$ cat src/rtl/bus_rr_arbiter.sv
// Two-master round-robin arbiter in front of a single-outstanding RAM port.
// m0 (fetch) and m1 (load/store) share one command path, guarded by a response watchdog.
module bus_rr_arbiter #(
  parameter logic [7:0] TIMEOUT = 8'd255
) (
  input  logic        clk,
  input  logic        rst_n,
  input  logic        m0_req,
  input  logic [63:0] m0_addr,
  input  logic [2:0]  m0_size,
  output logic        m0_gnt,
  output logic        m0_rvalid,
  input  logic        m1_req,
  input  logic        m1_wen,
  input  logic [63:0] m1_addr,
  input  logic [2:0]  m1_size,
  input  logic [63:0] m1_wdata,
  input  logic [7:0]  m1_wmask,
  output logic        m1_gnt,
  output logic        m1_rvalid,
  output logic [63:0] rsp_rdata,
  output logic        rsp_err,
  output logic        s_cen,
  output logic        s_wen,
  output logic [63:0] s_addr,
  output logic [63:0] s_wdata,
  output logic [7:0]  s_wmask,
  output logic [2:0]  s_size,
  input  logic        s_ready,
  input  logic [63:0] s_rdata
);

  typedef enum logic [1:0] {IDLE, BUSY_M0, BUSY_M1} state_e;

  state_e      state_q;
  logic        last_m1_q;  // 1 = m1 won the most recent grant
  logic [7:0]  wdog_q;
  logic        m0_gnt_q, m1_gnt_q, m0_rvalid_q, m1_rvalid_q;
  logic [63:0] rsp_rdata_q;
  logic        rsp_err_q;
  logic        s_cen_q, s_wen_q;
  logic [63:0] s_addr_q, s_wdata_q;
  logic [7:0]  s_wmask_q;
  logic [2:0]  s_size_q;

  logic        pick_m1;
  logic [7:0]  wdog_inc;

  always_comb begin
    pick_m1  = m1_req & (~m0_req | ~last_m1_q);
    wdog_inc = wdog_q + 8'd1;
  end

  // NOTE: all state updates use non-blocking assignments so every register samples pre-edge values.
  always_ff @(posedge clk) begin
    if (!rst_n) begin
      state_q     <= IDLE;
      last_m1_q   <= 1'b1;
      wdog_q      <= '0;
      m0_gnt_q    <= 1'b0;
      m1_gnt_q    <= 1'b0;
      m0_rvalid_q <= 1'b0;
      m1_rvalid_q <= 1'b0;
      rsp_rdata_q <= '0;
      rsp_err_q   <= 1'b0;
      s_cen_q     <= 1'b0;
      s_wen_q     <= 1'b0;
      s_addr_q    <= '0;
      s_wdata_q   <= '0;
      s_wmask_q   <= '0;
      s_size_q    <= '0;
    end else begin
      m0_gnt_q    <= 1'b0;
      m1_gnt_q    <= 1'b0;
      m0_rvalid_q <= 1'b0;
      m1_rvalid_q <= 1'b0;
      case (state_q)
        IDLE: begin
          if (m0_req || m1_req) begin
            wdog_q    <= '0;
            s_cen_q   <= 1'b1;
            last_m1_q <= pick_m1;
            if (pick_m1) begin
              state_q   <= BUSY_M1;
              m1_gnt_q  <= 1'b1;
              s_wen_q   <= m1_wen;
              s_addr_q  <= m1_addr;
              s_size_q  <= m1_size;
              s_wdata_q <= m1_wdata;
              s_wmask_q <= m1_wmask;
            end else begin
              state_q   <= BUSY_M0;
              m0_gnt_q  <= 1'b1;
              s_wen_q   <= 1'b0;
              s_addr_q  <= m0_addr;
              s_size_q  <= m0_size;
              s_wdata_q <= '0;
              s_wmask_q <= '0;
            end
          end
        end
        BUSY_M0, BUSY_M1: begin
          // A real completion beats a watchdog expiry landing on the same edge.
          if (s_ready || (wdog_inc == TIMEOUT)) begin
            state_q     <= IDLE;
            m0_rvalid_q <= (state_q == BUSY_M0);
            m1_rvalid_q <= (state_q == BUSY_M1);
            rsp_rdata_q <= s_ready ? s_rdata : '0;
            rsp_err_q   <= ~s_ready;
            s_cen_q     <= 1'b0;
            s_wen_q     <= 1'b0;
            s_addr_q    <= '0;
            s_wdata_q   <= '0;
            s_wmask_q   <= '0;
            s_size_q    <= '0;
          end else begin
            wdog_q <= wdog_inc;
          end
        end
        default: state_q <= IDLE;
      endcase
    end
  end

  assign m0_gnt    = m0_gnt_q;
  assign m1_gnt    = m1_gnt_q;
  assign m0_rvalid = m0_rvalid_q;
  assign m1_rvalid = m1_rvalid_q;
  assign rsp_rdata = rsp_rdata_q;
  assign rsp_err   = rsp_err_q;
  assign s_cen     = s_cen_q;
  assign s_wen     = s_wen_q;
  assign s_addr    = s_addr_q;
  assign s_wdata   = s_wdata_q;
  assign s_wmask   = s_wmask_q;
  assign s_size    = s_size_q;

endmodule

$ cat config.mk
export PLATFORM = sky130hd
export DESIGN_NAME = bus_rr_arbiter
export DESIGN_NICKNAME = d
export VERILOG_FILES = /design/src/rtl/bus_rr_arbiter.sv
export SDC_FILE = /design/constraint.sdc
export NUM_CORES = 1
export LEC_CHECK = 0
export ABC_AREA = 1
export CORE_AREA = 2 2 190 192
export CTS_CLUSTER_SIZE = 30
export DETAILED_ROUTE_END_ITERATION = 10
export DIE_AREA = 0 0 192 194
export PLACE_DENSITY = 0.73
export SYNTH_ARGS = -nofsm -noshare
export SYNTH_HDL_FRONTEND = slang
export SYNTH_SLANG_ARGS = --single-unit
$ cat constraint.sdc
create_clock -name clk -period 2 [get_ports clk]
set_input_delay 0.5 -clock clk [delete_from_list [all_inputs] [get_ports clk]]
set_output_delay 0.5 -clock clk [all_outputs]
set_load 0.05 [all_outputs]
==> results <==
==> per-stage QoR <==
step,hold slack [ns],setup TNS [ns],setup WS (ns),power [mW],instances
final,0.412,0,0.0765,16.3,2377
after global routing,0.423,-0.217,-0.0325,17.2,2377
after CTS,0.393,0,0.0000790,16.3,2371
after detailed placement,0.453,-43.63,-0.439,11.7,2329
after global placement,0.446,-45.49,-0.428,11.6,2329
after floorplan,0.456,0,0.129,9.37,1430
==> report_power, final <==
group,internal [mW],switching (mW),total [mW]
logic,2.29,4.15,6.45
registers,4.95,0.285,5.24
clock network,2.76,1.85,4.61
==> final timing paths <==
kind | startpoint | end | slack (ns) | depth (start not counted)
max | s_wdata[9] | s_wdata[9] | 0.08 | 1
min | rst_n | last_m1_q | 0.41 | 3
max reg2reg | wdog_q[0] | s_addr[18] | 0.09 | 12
min reg2reg | s_wmask[7] | s_wmask[7] | 0.46 | 2
==> tightest hold or removal path: stages <==
cell,delay (ns)
buf_2,0.14
buf_4,0.17
nand3_1,0.08
==> state kept, by name, summed over array words and instances (netlist names), 2 cells and up <==
signal / count
s_wdata: 64
rsp_rdata: 64
state_q: 2
s_size: 3
wdog_q: 8
s_wmask: 8
s_addr: 64
==> routing by layer <==
layer | track usage (%) | share of wire, % | vias up
met1 | 20.0 | 39 | 4841
met3 | 5.12 | 9.4 | 58
met5 | 0 | 0 | -
met2 | 31.5 | 48 | 401
met4 | 5.54 | 2.7 | 0
li1 | - | - | 5383
==> cells in the mapped netlist (2+ instances only) <==
| cell type | count |
|---|---|
| nand2_1 | 487 |
| dfxtp_1 | 221 |
| nor2_1 | 199 |
| a21oi_1 | 171 |
| inv_1 | 110 |
| clkbuf_1 | 62 |
| o21ai_0 | 47 |
| nand4_1 | 46 |
| nand3_1 | 17 |
| buf_6 | 16 |
| inv_2 | 16 |
| buf_4 | 10 |
| buf_1 | 6 |
| buf_2 | 6 |
| ha_1 | 5 |
| nand3_2 | 2 |
| nor3_1 | 2 |
| nor3b_1 | 2 |
==> timing repair <==
| item | CTS | global route |
|---|---|---|
| setup buffers | 0 | 3 |
| endpoints found under the setup margin | 81 | 217 |
| gates cloned | 0 | 4 |
| pin swaps | 0 | 4 |
| resized for setup | 76 | 30 |
| hold buffers | 0 | 0 |
==> layout make-up <==
type	count	area share (%)
Inverter	127	3.04
Clock inverter	6	0.555
Sequential cell	221	28.1
Multi-Input combinational cell	982	27.2
Tap cell	461	3.65
Clock buffer	36	4.61
Timing Repair Buffer	544	32.9
==> cell families (layout without fill, tap and decap cells) <==
group / count (synthesis) / count (layout) / share of synthesized area [%]
AND/OR/NAND/NOR: 757 / 757 / 31.3
buffers and inverters: 227 / 713 / 10.6
flip-flops: 221 / 221 / 46.0
AO/OA/AOI/OAI: 220 / 220 / 11.5
adder cells (fa/ha/maj): 5 / 5 / 0.651
==> impl_metrics.toml <==
[status]
status = "finished, final reports clean"

[setup_path]
cp_slowest_cell = "dlygate4sd2_1"
critPathCaptureType = "primary output"
cpLargestDelayFamily = "buffers and inverters"
cp-start-kind = "flop"
crit_fanout = 2
cp.buffers_inverters = 1
slowest_delay_ns = 0.56
required_ns = 1.50
cp.arrival_ns = 1.42
crit_chain = "dlygate4sd2_1"
critPathKind = "flop to primary output"

[synth]
yosysTopAreaCellShare_pct = 46.0
syn_area_per_cell_um2 = 6.72
async_reset_ff_share_pct = 0
synth-main-ff-cell = "dfxtp_1"
syn_nets = 1711
seq_area_frac_synth_pct = 46.0
yosys_warnings = 0
synthTopCellsByArea = "dfxtp_1 46%, nand2_1 19%, a21oi_1 8.9%, nor2_1 7.8%, inv_1 4.3%"
synth_seq_cells = 221
netlist_area_um2 = 9620
yosysUniqueCellTypes = 23
yosys.area.top_type = "dfxtp_1"
synthCells = 1430
synth_edf_count = 0

[pwr]
vdd_ir_drop_max_mv = 0.679
p_per_area_nw_per_um2 = 1030
total_leakage_power_nw = 7.06

[grt]
grtUsageTotal_pct = 17.6
grt_max_degree = 74
grt_overflow = 0
grt_pass1_wl_mm = 53.1
antenna_found_initial = 0
grt_pass1_vias = 10323

[final_layout]
layout_commonest_cell = "nand2_1"
multi_input_area_um2 = 4300
fin_nets = 2182
final_area_um2 = 15800
final_util_pct = 44.8
nFillCells = 3510
drive_gt1_share_pct = 14.8
antenna_cells = 0
ff_latch_area_um2 = 4430
areaGrowthSynthToFinish_pct = 64.1
layout_common_cells = "483 x nand2_1, 274 x clkdlybuf4s50_1, 216 x dfxtp_1"

[sta]
final_max_slew_viol_count = 0
fin_crit_sh_pct = 96.2
grt_setup_unrepaired = "true"
finalHoldViolations = 0
max-slew-margin-rel_pct = 64.6
setup_viol = 0
max_freq_mhz = 520
fin_crit_ns = 1.92
worstMarginPinSlew_ns = 0.533
clock-skew-final_ns = 0.0203

[placed_design]
dp_hpwl_mm = 25.5
place_congestion = 0.792
placed_area_um2 = 14800
portBuffers = 485

[clock_network]
cts_sinks = 221
insertion_delay_ns = 0.53
cts_buffers = 25
clk_path_buf_depth = 3
htreeDepth = 1
cts_root_buf = "clkbuf_16"
path_clk_slew_ns = 0.06
cts_tree = "yes"

[floorplanning]
fp-row-count = 69
coreArea_um2 = 35200
floorplan.initialDensity_pct = 27.3
dieArea_um2 = 37200
die_w_um = 192
die_h_um = 194
num_io_pins = 486

[min_path]
hold_path.class = "primary input to flop"

[route]
routed_wl_mm = 35.7
wl_per_cell_um = 15.0
drtAntennaViolNets = 0
avgViaCountPerCell = 4.49
dr.pass1.iters = 5
remaining_drc_errors = 0
drt_first_iter_violations = 307
vias = 10683

[run]
drv_cap = 0
(Power assumes the default switching activity.)
